==> config.mk <==
export PLATFORM = sky130hd
export DESIGN_NAME = mem_port_arbiter
export DESIGN_NICKNAME = d
export VERILOG_FILES = /design/src/rtl/mem_port_arbiter.sv
export SDC_FILE = /design/constraint.sdc
export NUM_CORES = 1
export LEC_CHECK = 0
export BUFFER_PORTS_ARGS = -buffer_cell sky130_fd_sc_hd__buf_2
export CORE_ASPECT_RATIO = 1.1
export CORE_MARGIN = 1
export CORE_UTILIZATION = 46
export DETAILED_ROUTE_END_ITERATION = 10
export PLACE_DENSITY_LB_ADDON = 0.1
export SETUP_SLACK_MARGIN = 0.02
export SKIP_CTS_REPAIR_TIMING = 1
export SYNTH_ARGS = -nofsm -noshare
export SYNTH_HDL_FRONTEND = slang
export SYNTH_SLANG_ARGS = --single-unit
==> constraint.sdc <==
create_clock -name clk -period 2 [get_ports clk]
set_input_delay 0.1 -clock clk [delete_from_list [all_inputs] [get_ports clk]]
set_output_delay 0.1 -clock clk [all_outputs]
set_load 0.01 [all_outputs]
==> src/rtl/mem_port_arbiter.sv <==
// mem_port_arbiter: shares one single-port synchronous memory between the
//   instruction-fetch path (read-only) and the load/store path (read/write).
// Latency: a request sampled in IDLE gives gnt + mem_en the next cycle (ACCESS).
//   Read data appears with a one-cycle rvalid MEM_LAT+1 cycles after ACCESS.
// Backpressure: one transaction in flight. A request raised while busy is held
//   by its requester until the arbiter returns to IDLE.
//
// Optional feature: define ROUND_ROBIN_EN for an alternating tie-break.
//   Without it, data always wins a tie.
//
// Ports:
//   clk, reset (async, active low)
//   f_req/f_addr -> f_gnt, f_rvalid, f_rdata             fetch requester (reads only)
//   d_req/d_we/d_addr/d_wdata -> d_gnt, d_rvalid, d_rdata  load/store requester
//   mem_en/mem_we/mem_addr/mem_wdata -> memory, mem_rdata <- memory
//   busy (state != IDLE), owner (0 = fetch, 1 = data; valid while busy)
// All outputs are registered.
module mem_port_arbiter #(
   parameter int AW      = 8,
   parameter int DW      = 16,
   parameter int MEM_LAT = 2
) (
   input  logic          clk,
   input  logic          reset,
   input  logic          f_req,
   input  logic [AW-1:0] f_addr,
   output logic          f_gnt,
   output logic          f_rvalid,
   output logic [DW-1:0] f_rdata,
   input  logic          d_req,
   input  logic          d_we,
   input  logic [AW-1:0] d_addr,
   input  logic [DW-1:0] d_wdata,
   output logic          d_gnt,
   output logic          d_rvalid,
   output logic [DW-1:0] d_rdata,
   output logic          mem_en,
   output logic          mem_we,
   output logic [AW-1:0] mem_addr,
   output logic [DW-1:0] mem_wdata,
   input  logic [DW-1:0] mem_rdata,
   output logic          busy,
   output logic          owner
);

   localparam int            CW        = $clog2(MEM_LAT + 1);
   localparam logic [CW-1:0] LAT_LOAD  = CW'(MEM_LAT);
   localparam logic [CW-1:0] LAST_WAIT = CW'(1);

   typedef enum logic [1:0] {IDLE, ACCESS, WAIT, RESP} state_t;

   state_t        state_q;
   logic [CW-1:0] cnt_q;
   logic          owner_q;
   logic          busy_q;
   logic          mem_en_q;
   logic          mem_we_q;
   logic [AW-1:0] mem_addr_q;
   logic [DW-1:0] mem_wdata_q;
   logic          f_gnt_q;
   logic          d_gnt_q;
   logic          f_rvalid_q;
   logic          d_rvalid_q;
   logic [DW-1:0] f_rdata_q;
   logic [DW-1:0] d_rdata_q;

   // Winner of this cycle's arbitration: 1 = data, 0 = fetch.
   // Only consumed in IDLE when at least one request is high.
   logic owner_d;

`ifdef ROUND_ROBIN_EN
   // Last tie winner (0 = fetch, 1 = data). The reset value of "fetch" hands
   // the first tie to data.
   logic last_tie_q;
   assign owner_d = d_req & (~f_req | ~last_tie_q);
`else
   // Data always wins when it asks, so the current instruction can finish.
   assign owner_d = d_req;
`endif

   always_ff @(posedge clk or negedge reset) begin
      if (!reset) begin
         state_q     <= IDLE;
         cnt_q       <= '0;
         owner_q     <= 1'b0;
         busy_q      <= 1'b0;
         mem_en_q    <= 1'b0;
         mem_we_q    <= 1'b0;
         mem_addr_q  <= '0;
         mem_wdata_q <= '0;
         f_gnt_q     <= 1'b0;
         d_gnt_q     <= 1'b0;
         f_rvalid_q  <= 1'b0;
         d_rvalid_q  <= 1'b0;
         f_rdata_q   <= '0;
         d_rdata_q   <= '0;
`ifdef ROUND_ROBIN_EN
         last_tie_q  <= 1'b0;
`endif
      end else begin
         // Strobes are single-cycle, and the memory bus is zero outside ACCESS.
         f_gnt_q     <= 1'b0;
         d_gnt_q     <= 1'b0;
         f_rvalid_q  <= 1'b0;
         d_rvalid_q  <= 1'b0;
         mem_en_q    <= 1'b0;
         mem_we_q    <= 1'b0;
         mem_addr_q  <= '0;
         mem_wdata_q <= '0;

         case (state_q)
            IDLE: begin
               if (f_req | d_req) begin
                  // The request is committed here. The mem_* registers hold
                  // the latched transaction for the single ACCESS cycle.
                  state_q     <= ACCESS;
                  busy_q      <= 1'b1;
                  owner_q     <= owner_d;
                  mem_en_q    <= 1'b1;
                  mem_we_q    <= owner_d & d_we;
                  mem_addr_q  <= owner_d ? d_addr : f_addr;
                  mem_wdata_q <= owner_d ? d_wdata : '0;
                  f_gnt_q     <= ~owner_d;
                  d_gnt_q     <= owner_d;
`ifdef ROUND_ROBIN_EN
                  if (f_req & d_req) begin
                     last_tie_q <= owner_d;
                  end
`endif
               end
            end
            ACCESS: begin
               if (mem_we_q) begin
                  state_q <= IDLE;
                  busy_q  <= 1'b0;
               end else begin
                  state_q <= WAIT;
                  cnt_q   <= LAT_LOAD;
               end
            end
            WAIT: begin
               // mem_rdata is valid MEM_LAT cycles after mem_en, which is the
               // last WAIT cycle.
               if (cnt_q == LAST_WAIT) begin
                  state_q <= RESP;
                  if (owner_q) begin
                     d_rdata_q  <= mem_rdata;
                     d_rvalid_q <= 1'b1;
                  end else begin
                     f_rdata_q  <= mem_rdata;
                     f_rvalid_q <= 1'b1;
                  end
               end else begin
                  cnt_q <= cnt_q - 1'b1;
               end
            end
            RESP: begin
               state_q <= IDLE;
               busy_q  <= 1'b0;
            end
            default: begin
               state_q <= IDLE;
               busy_q  <= 1'b0;
            end
         endcase
      end
   end

   assign f_gnt     = f_gnt_q;
   assign d_gnt     = d_gnt_q;
   assign f_rvalid  = f_rvalid_q;
   assign d_rvalid  = d_rvalid_q;
   assign f_rdata   = f_rdata_q;
   assign d_rdata   = d_rdata_q;
   assign mem_en    = mem_en_q;
   assign mem_we    = mem_we_q;
   assign mem_addr  = mem_addr_q;
   assign mem_wdata = mem_wdata_q;
   assign busy      = busy_q;
   assign owner     = owner_q;

endmodule
### Word level (Yosys, flattened, before mapping)

Index checks and enable logic that the tools add are counted.

* bitwise gates (word level): 4
* add/sub/neg operators: 1
* mux-type cells: 30
* equality and inequality tests: 9
* reductions and logical operators: 9

Operators by type and width (number)
* two-way mux 16 bit: 3
* two-way mux 8 bit: 3
* two-way mux 1 bit: 16
* AND reduction 3 bit: 4
* two-way mux 2 bit: 5
* != test 2 bit, second input constant: 5
* case mux 2 bit (4 select lines): 1
* equality test 2 x 1 -> 1 bit, second input constant: 2
* equality test 2 bit, second input constant: 2
* case mux 2 bit (2 select lines): 1
* AND reduction 2 bit: 2
* case mux 1 bit (3 select lines): 1
* nonzero test 3 bit: 1
* zero test 2 bit: 1
* inverter 1 bit: 2
* nonzero test 2 bit: 1
* subtractor 2 x 1 -> 2 bit, second input constant: 1
* bitwise AND 1 bit: 1
* OR 1 bit: 1

* output and inout port bits: 64
* word-level logic and storage cells: 67
* register bits: 68
* input bits: 53

### Depth between registers and ports, before layout

Gate-level depths: netlist of the first run.

* depth in word-level cells: 3
* depth in mapped cells: 6
* gate-level depth less buffers: 5

### Worst setup path before layout of the first run

No wires, ideal clock.

* kind: register to register
* start point: reg state_q[0]
* end point: reg busy_q (netlist: busy)
* cell stages (with the launch flop): 6
* path slack: 371 ps
* path buffers: 0
* arrival time: 1504 ps
* period minus slack after synthesis: 1629 ps
* data required time: 1875 ps
* setup time: 125 ps
* cells stage by stage: dfrtp_1 inv_1 ha_1 or2_2 a21oi_1 mux2_2

* word-level cells in the longest chain between the ends: 3
* elaborated cells on any way between the ends: 8
* classes of those cells: eq/ne (4); mux (1); reduce/logical (3)

Ends and longest elaborated chain
* start, declared: RTL line 52 `state_t state_q;`
* start signal, assigned: RTL line 83 `state_q <= IDLE;`
* start signal, assigned: RTL line 116 `state_q <= ACCESS;`
* start signal, assigned: RTL line 134 `state_q <= IDLE;`
* equality test 2 x 1 -> 1 bit (tied with other cells): RTL line 111 `case (state_q)`
* != test 2 bit (no line) / nonzero test 3 bit (equally long branches)
* AND reduction 3 bit (no line)
* end signal, assigned: RTL line 117 `busy_q <= 1'b1;`
* end signal, assigned: RTL line 135 `busy_q <= 1'b0;`
* end signal, assigned: RTL line 159 `busy_q <= 1'b0;`
* end, declared: RTL line 55 `logic busy_q;`

Several ways; a longest one is shown, not always the timed one.
A chain may end at the register's enable or synchronous reset.

### Final worst setup path of the first run

* start point: reg state_q[0]
* end point: reg d_rdata_q[10] (netlist: d_rdata[10])

* word-level cells in the longest chain between the ends: 2

Ends and longest elaborated chain
* equality test 2 bit: RTL line 111
* AND reduction 3 bit (no line)
* end signal, assigned: RTL line 147 `d_rdata_q <= mem_rdata;`
* end, declared: RTL line 65 `logic [DW-1:0] d_rdata_q;`

No other way between the ends.

==> results of run 1 <==
==> metrics by stage <==
step           setup slack, ns  hold slack (ns)  cell area [um2]  utilization [%]  std cells
2_1_floorplan            0.371           -0.196             2600                -        173
4_1_cts                  0.160           -0.206             3480             64.1        375
6_report                 0.207          0.00740             3700             68.2        397
3_5_place_dp             0.162            0.163             3260             60.1        359
5_1_grt                 0.0728       -0.0000995             3700             68.2        397
3_3_place_gp             0.185            0.165             3260             60.1        359
==> state kept, by name, indices dropped and copies added (netlist names), 2 cells and up, named ones only <==
register and count:
mem_wdata 16, mem_addr 8, d_rdata 16, cnt_q 2
f_rdata 16
==> synthesized netlist by cell type (2+ instances only) <==
cell type	n
nand2_1	4
inv_1	3
and3_1	17
nor2b_1	3
a22o_1	8
mux2_2	34
nor2_1	3
dfrtp_1	68
buf_2	2
mux2i_1	2
ha_1	9
clkbuf_1	4
==> logic make-up (layout without fill, tap and decap cells) <==
group                    count (synthesis)  after routing  synth area share [%]
flip-flops                              68             68                  65.4
multiplexers                            36             36                  15.5
AND/OR/NAND/NOR                         36             36                  8.37
AO/OA/AOI/OAI                           14             14                  4.47
buffers and inverters                   10            159                  1.92
adder cells (fa/ha/maj)                  9              9                  4.33
==> layer usage <==
metal  vias up  global-route usage (%)
li1        893                       -
met1       941                    20.0
met5         -                       0
met2        80                    30.7
met3        14                    7.32
met4         0                    7.69
==> worst max-delay path: stages (launching register included) <==
cell	delay (ns)
dfrtp_1	0.41
inv_1	0.17
ha_1	0.28
nand3_2	0.40
mux2_2	0.41
==> power groups by stage <==
stage          combinational, uW  sequential [uW]  clock (uW)
3_3_place_gp                1370             1940           0
2_1_floorplan                641             2110           0
5_1_grt                     1560             1960        1300
4_1_cts                     1400             1920        1250
3_5_place_dp                1390             1950           0
6_report                    1420             1920        1200
==> layout make-up <==
type	instances	area [um2]	share of cell area (%)
well taps	75	93.8	2.54
inverters	3	11.3	0.304
multi-input cells	95	850	23.0
repair buffers	140	828	22.4
clock buffers	10	128	3.45
flip-flops and latches	68	1700	46.0
clock inverters	6	88.8	2.40
==> worst min-delay path by stage <==
stage / startpoint / cells past startpoint / end / slack, ns
after floorplan: reset / 0 / async pin / -0.20
after global placement: reset / 1 / f_rdata[6]$_DFFE_PN0P_ / 0.17
after detailed placement: reset / 1 / f_rdata[6]$_DFFE_PN0P_ / 0.16
after CTS: reset / 1 / f_rdata[6]$_DFFE_PN0P_ / -0.21
after global routing: mem_rdata[3] / 2 / f_rdata[3]$_DFFE_PN0P_ / -0.0001
final: mem_rdata[3] / 2 / d_rdata[3]$_DFFE_PN0P_ / 0.007
==> flow_summary.yaml, run 1 <==
outcome:
  status: "finished clean"
worst_setup_path:
  rr_worst_depth: 4
  critPathKind: "reg -> reg"
  required_ns: 2.22
  endpoint: "d_rdata[10]$_DFFE_PN0P_"
  regToRegEndpoint: "d_rdata[10]$_DFFE_PN0P_"
  cp_max_fo: 16
  cp-start-kind: "flop"
  r2r_start: "state_q[0]$_DFFE_PN0P_"
  startpoint: "state_q[0]$_DFFE_PN0P_"
  cp-end-kind: "flop"
  r2r_slack_ns: 0.21
  cp_data_arrival_time_ns: 2.01
timing:
  rsz0062_at_grt: "no"
  tns_ns: 0
  clock-skew-final_ns: 0.00428
  period_needed_ns: 1.79
  fmax_ghz: 0.558
  maxSlewHeadroom_pct: 57.0
  fin_crit_sh_pct: 89.6
  maxSlewViolCount: 0
  hold_viol_final: 0
  worst_pin_slew_ns: 0.645
  setup_viol_count_final: 0
power_and_ir_drop:
  swShare_pct: 30.4
  comb_power_share_pct: 31.2
  power.switching_uw: 1380
  p_leak_uw: 0.00199
  p_int_uw: 3170
  p_seq_share_pct: 42.3
  ir_worst_vdd_mv: 0.816
  power_density_nw_per_um2: 1230
  p_clk_share_pct: 26.5
  power_uw: 4550
logic_synthesis:
  synth_cell_type_count: 28
  synth_top_area_cell: "dfrtp_1"
  async_flop_share_pct: 100
  ys_seq_area_share_pct: 65.4
  syn_inst: 173
  netlist_area_um2: 2600
  synthTopCellsByArea: "dfrtp_1 (65%), mux2_2 (15%), ha_1 (4.3%)"
  ys.flop_type: "dfrtp_1"
  synth_top_area_share_pct: 65.4
  synth_fp_nets: 235
  synth_edf_count: 0
  ys_ff_latch: 68
  synth.avg_cell_area_um2: 15.0
  yosys_warnings: 0
route:
  dr_total_vias: 1928
  viasPerCell: 4.86
  drc: 0
  wl_met3_um: 400
  totalWireLength_um: 5750
  initialDrtViolationCount: 75
  top_layer_used: "met4"
  wirelength_met1_um: 2240
  dr.pass1.iters: 4
  wl_met2_um: 3010
  wl_per_cell_um: 14.5
  postRouteAntennaNets: 0
finish:
  layout.nets: 379
  layout-drive-gt1-share_pct: 53.7
  nFillCells: 407
  final_common_cell: "buf_2"
  area_growth_pct: 42.3
  layout_common_cells: "buf_2 (116), dfrtp_1 (68), mux2_2 (34), dlygate4sd3_1 (22), and3_1 (17)"
  antenna_cells: 0
die:
  core.rowCount: 28
  die_x_um: 73.7
  boundaryPins: 117
  core-area_um2: 5430
  dieArea_um2: 5960
  start_util_pct: 47.9
  dieHeight_um: 80.9
global_routing:
  grt_max_degree: 41
  antenna_found_initial: 0
  grt_pass1_vias: 1733
  grt_overflow: 0
  grt_usage_pct: 18.1
  grt_pass1_wl_um: 7910
clock_network:
  clockRootBuffer: "clkbuf_8"
  htreeDepth: 3
  cts_sinks: 68
  clk_path_buf_depth: 2
  cts_made_buffers: 9
  clkSlewWorstSetupHoldPaths_ns: 0.07
  clk_latency_ns: 0.33
  tritoncts: "done"
flow_run:
  maxCapViolCount: 0
placement:
  hpwl_um: 3850
  port_buffers: 116
  gp_congestion: 0.742
min_path:
  hold_path_class: "in -> reg"
(Power assumes the default switching activity.)
==> run 2: changes to the inputs <==
--- a/config.mk
+++ b/config.mk
@@ -5,10 +5,11 @@
 export SDC_FILE = /design/constraint.sdc
 export NUM_CORES = 1
 export LEC_CHECK = 0
+export ABC_AREA = 1
 export BUFFER_PORTS_ARGS = -buffer_cell sky130_fd_sc_hd__buf_2
 export CORE_ASPECT_RATIO = 1.1
 export CORE_MARGIN = 1
-export CORE_UTILIZATION = 46
+export CORE_UTILIZATION = 47
 export DETAILED_ROUTE_END_ITERATION = 10
 export PLACE_DENSITY_LB_ADDON = 0.1
 export SETUP_SLACK_MARGIN = 0.02
==> run 2 against run 1 <==
  * Largest cell class unchanged
  * Clock power fell by 12%
  * Non-clock buffer count grew 14
  * Largest power group unchanged
  * Cell count rose by 29%
  * Global-route usage up 0.052 points
  * First-iteration DRC count grew 28%
  * Critical path type unchanged
  * Sequential power grew 7%
==> flow_summary.yaml, run 2 <==
power_and_ir_drop:
  power_density_nw_per_um2: 1220
  power.switching_uw: 1670
  ir_worst_vdd_mv: 0.605
  p_clk_share_pct: 22.1
  comb_power_share_pct: 34.9
  power_uw: 4790
  p_int_uw: 3120
  p_leak_uw: 0.00223
  swShare_pct: 34.9
  p_seq_share_pct: 43.0
worst_setup_path:
  cp-end-kind: "flop"
  required_ns: 2.23
  cp_slowest_stage_delay_ns: 0.45
  cp_data_arrival_time_ns: 1.96
  cp-start-kind: "flop"
  rr_worst_depth: 6
  cp_max_fo: 17
  regToRegEndpoint: "f_rdata[4]$_DFFE_PN0P_"
  r2r_slack_ns: 0.26
  critPathKind: "reg -> reg"
  r2r_start: "state_q[0]$_DFFE_PN0P_"
  crit_chain: "inv_1, ha_1, nand3_2, buf_12, nand2_1, o21ai_2"
  slowest_stage: "dfrtp_1"
logic_synthesis:
  synth.avg_cell_area_um2: 10.0
  yosys_warnings: 0
  syn_inst: 274
  synth_most_common_cell: "nand2_1"
  ys.flop_type: "dfrtp_1"
  async_flop_share_pct: 100
  synth_fp_nets: 336
  synth_commonest_cells: "nand2_1 (72), dfrtp_1 (68), inv_1 (45)"
  synth_top_area_cell: "dfrtp_1"
  synth_top_area_share_pct: 61.9
  netlist_area_um2: 2750
  synth_cell_type_count: 19
  ys_seq_area_share_pct: 61.9
  synth_edf_count: 0
  ys_ff_latch: 68
  synthTopCellsByArea: "dfrtp_1 (62%), nand2_1 (9.8%), o21ai_2 (6.4%)"
finish:
  nFillCells: 410
  final_common_cell: "buf_2"
  layout_common_cells: "buf_2 (116), nand2_1 (72), dfrtp_1 (68), inv_1 (45), dlygate4sd3_1 (34)"
  multi_input_area_um2: 802
  layout.nets: 494
  antenna_cells: 0
  area_growth_pct: 43.1
  ff_latch_area_um2: 1700
  layout-drive-gt1-share_pct: 36.2
min_path:
  hold-path-endpoint: "f_rdata[11]$_DFFE_PN0P_"
  hold_path_class: "in -> reg"
  hold_depth: 3
  worstHoldStart: "mem_rdata[11]"
clock_network:
  htreeDepth: 3
  tritoncts: "done"
  cts_made_buffers: 9
  clkSlewWorstSetupHoldPaths_ns: 0.06
  clk_latency_ns: 0.34
  cts_sinks: 68
  clk_path_buf_depth: 2
  clockRootBuffer: "clkbuf_8"
global_routing:
  grt_usage_pct: 18.1
  grt_overflow: 0
  top_usage_layer: "met2"
  grt_pass1_vias: 1947
  grt_use_met3_pct: 5.58
  grt_max_degree: 69
  met1_usage_pct: 21.2
  grt.met2_usage_pct: 29.0
  grt_pass1_wl_um: 8180
  antenna_found_initial: 0
die:
  start_util_pct: 50.0
  die_x_um: 74.9
  dieArea_um2: 6160
  core-area_um2: 5500
  boundaryPins: 117
  dieHeight_um: 82.2
  core.rowCount: 28
timing:
  maxSlewViolCount: 0
  maxSlewHeadroom_pct: 73.6
  period_needed_ns: 1.74
  worst_pin_slew_ns: 0.396
  rsz0062_at_grt: "no"
  hold_viol_final: 0
  clock-skew-final_ns: 0.0111
  tns_ns: 0
  fmax_ghz: 0.576
  setup_viol_count_final: 0
  fin_crit_sh_pct: 86.8
route:
  drc: 0
  dr_total_vias: 2286
  dr.pass1.iters: 4
  wl_per_cell_um: 12.0
  totalWireLength_um: 6140
  viasPerCell: 4.46
  postRouteAntennaNets: 0
  initialDrtViolationCount: 96
placement:
  port_buffers: 116
  gp_congestion: 0.847
  hpwl_um: 3800
flow_run:
  maxCapViolCount: 0
outcome:
  status: "finished clean"
-- run 2: worst max-delay path: cells and delay by family, from the launching register on --
kind | cells | cell delay, ns
AOI/OAI and AO/OA | 1 | 0.05
buffers and inverters | 2 | 0.45
and+or+nand+nor | 2 | 0.42
adders and majority gates | 1 | 0.25
DFF | 1 | 0.45
-- run 2: cells by family (layout without fill, tap and decap cells) --
logic type	Yosys count	count (layout)	synth area share [%]
and+or+nand+nor	107	107	15.8
DFF	68	68	61.9
buffers and inverters	54	217	8.92
AOI/OAI and AO/OA	36	36	9.29
adders and majority gates	9	9	4.10
-- run 2: worst max path at each step --
stage                           startpoint                      to  slack, ns
detailed placement  state_q[0]$_DFFE_PN0P_  f_rdata[2]$_DFFE_PN0P_       0.27
CTS                 state_q[0]$_DFFE_PN0P_  f_rdata[4]$_DFFE_PN0P_       0.27
global route        state_q[0]$_DFFE_PN0P_  f_rdata[3]$_DFFE_PN0P_       0.12
floorplan           state_q[0]$_DFFE_PN0P_  d_rdata[3]$_DFFE_PN0P_       0.67
global placement    state_q[0]$_DFFE_PN0P_  f_rdata[3]$_DFFE_PN0P_       0.33
finish              state_q[0]$_DFFE_PN0P_  f_rdata[4]$_DFFE_PN0P_       0.26
-- run 2: per-layer routing --
metal,up-vias,wire (um)
li1,1150,-
met2,83,2970
met1,1044,2630
met3,9,429
met5,-,0
met4,0,106
-- run 2: power by group through the flow --
stage	clock, uW	combinational, uW	sequential [uW]
global route	1150	1890	2110
CTS	1090	1630	2060
detailed placement	0	1620	2080
finish	1060	1670	2060
floorplan	0	745	2280
global placement	0	1590	2070
-- run 2: layout make-up --
class | count | area share [%]
well taps | 75 | 2.39
inverters | 47 | 4.48
flip-flops and latches | 68 | 43.3
clock buffers | 11 | 3.34
repair buffers | 154 | 24.8
multi-input cells | 152 | 20.4
clock inverters | 5 | 1.34
-- run 2: stage by stage --
step / std cells / hold slack, ns / area [um2] / setup slack (ns) / util (%)
2_1_floorplan: 274 / -0.196 / 2750 / 0.669 / -
3_3_place_gp: 462 / 0.147 / 3410 / 0.327 / 62.0
3_5_place_dp: 462 / 0.149 / 3410 / 0.273 / 62.0
4_1_cts: 478 / -0.230 / 3590 / 0.266 / 65.3
5_1_grt: 512 / 0.0216 / 3930 / 0.120 / 71.5
6_report: 512 / 0.0302 / 3930 / 0.263 / 71.5
==> run 3: changes to the inputs <==
--- a/config.mk
+++ b/config.mk
@@ -7,9 +7,11 @@
 export LEC_CHECK = 0
 export ABC_AREA = 1
 export BUFFER_PORTS_ARGS = -buffer_cell sky130_fd_sc_hd__buf_2
+export CELL_PAD_IN_SITES_DETAIL_PLACEMENT = 2
+export CELL_PAD_IN_SITES_GLOBAL_PLACEMENT = 2
 export CORE_ASPECT_RATIO = 1.1
 export CORE_MARGIN = 1
-export CORE_UTILIZATION = 47
+export CORE_UTILIZATION = 27
 export DETAILED_ROUTE_END_ITERATION = 10
 export PLACE_DENSITY_LB_ADDON = 0.1
 export SETUP_SLACK_MARGIN = 0.02
==> run 3 against run 2 <==
  * The run now ends with DRC left
  * Critical path depth did not move
  * Hold slack got worse by 0.016 ns
  * Combinational power rose by 3%
  * Power rose by 3.8%
  * Sequential share of layout area fell by 0.84 points
  * Non-clock buffer count did not move
  * Global-route usage fell by 3.1 points
  * Routed wire length rose by 31%
  * Design area rose by 2.0%
  * Largest cell class unchanged
  * Highest routed layer unchanged
==> flow_summary.yaml, run 3 (synthesis gave the netlist of run 2 again) <==
timing:
  fmax_ghz: 0.621
  setup_viol_count_final: 0
  worst_pin_slew_ns: 0.503
  rsz0062_at_grt: "no"
  fin_crit_sh_pct: 80.5
  period_needed_ns: 1.61
  hold_viol_final: 0
  tns_ns: 0
  clock-skew-final_ns: 0.0109
  maxSlewHeadroom_pct: 66.5
  maxSlewViolCount: 0
die:
  core.rowCount: 38
  dieHeight_um: 108
  start_util_pct: 27.8
  core-area_um2: 9890
  boundaryPins: 117
  dieArea_um2: 10600
  die_x_um: 98.2
power_and_ir_drop:
  p_leak_uw: 0.00224
  p_int_uw: 3190
  comb_power_share_pct: 34.5
  p_seq_share_pct: 41.8
  p_clk_share_pct: 23.8
  ir_worst_vdd_mv: 0.436
  swShare_pct: 35.9
  power.switching_uw: 1780
  power_density_nw_per_um2: 1240
global_routing:
  antenna_found_initial: 0
  grt_overflow: 0
  grt_pass1_wl_um: 12100
  grt_max_degree: 36
  grt_usage_pct: 15.1
  grt_pass1_vias: 2466
finish:
  layout.nets: 494
  layout_common_cells: "buf_2 (115), nand2_1 (72), dfrtp_1 (68), inv_1 (45), dlygate4sd3_1 (34)"
  layout-drive-gt1-share_pct: 36.4
  final_core_util_pct: 40.6
  antenna_cells: 0
  final_common_cell: "buf_2"
  area_growth_pct: 45.9
placement:
  hpwl_um: 5440
  gp_congestion: 0.678
  port_buffers: 116
route:
  wl_per_cell_um: 14.4
  totalWireLength_um: 8040
  viasPerCell: 4.31
  drc: 9
  postRouteAntennaNets: 0
  initialDrtViolationCount: 63
  dr.pass1.iters: 7
  dr_total_vias: 2400
worst_setup_path:
  cp-start-kind: "flop"
  r2r_slack_ns: 0.39
  cp_max_fo: 32
  cp_data_arrival_time_ns: 1.88
  critPathKind: "reg -> reg"
  startpoint: "state_q[0]$_DFFE_PN0P_"
  r2r_start: "state_q[0]$_DFFE_PN0P_"
  cp-end-kind: "flop"
  required_ns: 2.27
clock_network:
  clk_latency_ns: 0.36
  clockRootBuffer: "clkbuf_8"
  cts_sinks: 68
  cts_made_buffers: 9
  htreeDepth: 3
  clk_path_buf_depth: 2
  clkSlewWorstSetupHoldPaths_ns: 0.07
  tritoncts: "done"
outcome:
  failed_checks: "DRC"
  status: "finished with violations"
min_path:
  hold_path_class: "in -> reg"
  worstHoldStart: "mem_rdata[12]"
flow_run:
  maxCapViolCount: 0
-- run 3: layout make-up --
class                   count  area, um2
fillers                  1105       5880
flip-flops and latches     68       1700
repair buffers            154        978
multi-input cells         152        802
inverters                  47        176
clock buffers              12        155
well taps                 120        150
clock inverters             4       47.5
-- run 3: critical path, cell delays in order, from the launching register on --
cell     delay [ns]
dfrtp_1        0.47
inv_1          0.14
ha_1           0.28
nand3_2        0.09
buf_4          0.34
nand2_1        0.11
o21ai_1        0.10
-- run 3: final timing paths --
path,to,cells after the start
hold reg to reg,busy$_DFFE_PN0P_,2
hold / removal,f_rdata[12]$_DFFE_PN0P_,3
max in group asynchronous,d_rdata[12]$_DFFE_PN0P_,3
setup reg to reg,d_rdata[11]$_DFFE_PN0P_,6
setup / recovery,d_rdata[11]$_DFFE_PN0P_,6
min in group asynchronous,f_rdata[4]$_DFFE_PN0P_,2
-- run 3: power by group through the flow --
| stage | clock network [uW] | registers [uW] | logic (uW) |
|---|---|---|---|
| finish | 1180 | 2080 | 1720 |
| global route | 1280 | 2140 | 1960 |
| CTS | 1230 | 2080 | 1700 |
| detailed placement | 0 | 2110 | 1700 |
| global placement | 0 | 2090 | 1640 |
| floorplan | 0 | 2280 | 745 |
-- run 3: metal layers --
metal / vias to the layer above / global-route usage, % / part of all wire [%]
met5: - / 0 / 0
met4: 0 / 8.32 / 2.1
met3: 13 / 4.48 / 5.8
met2: 72 / 25.3 / 53
met1: 1170 / 17.3 / 39
li1: 1145 / - / -
-- run 3: per-stage QoR --
| step | power, uW | instances | area [um2] | worst slack [ns] | hold slack (ns) |
|---|---|---|---|---|---|
| 2_1_floorplan | 3030 | 274 | 2750 | 0.669 | -0.196 |
| 3_3_place_gp | 3730 | 507 | 3470 | 0.502 | 0.105 |
| 3_5_place_dp | 3810 | 507 | 3470 | 0.369 | 0.103 |
| 4_1_cts | 5020 | 523 | 3670 | 0.348 | -0.291 |
| 5_1_grt | 5380 | 557 | 4010 | 0.195 | 0.0123 |
| 6_report | 4970 | 557 | 4010 | 0.391 | 0.0137 |
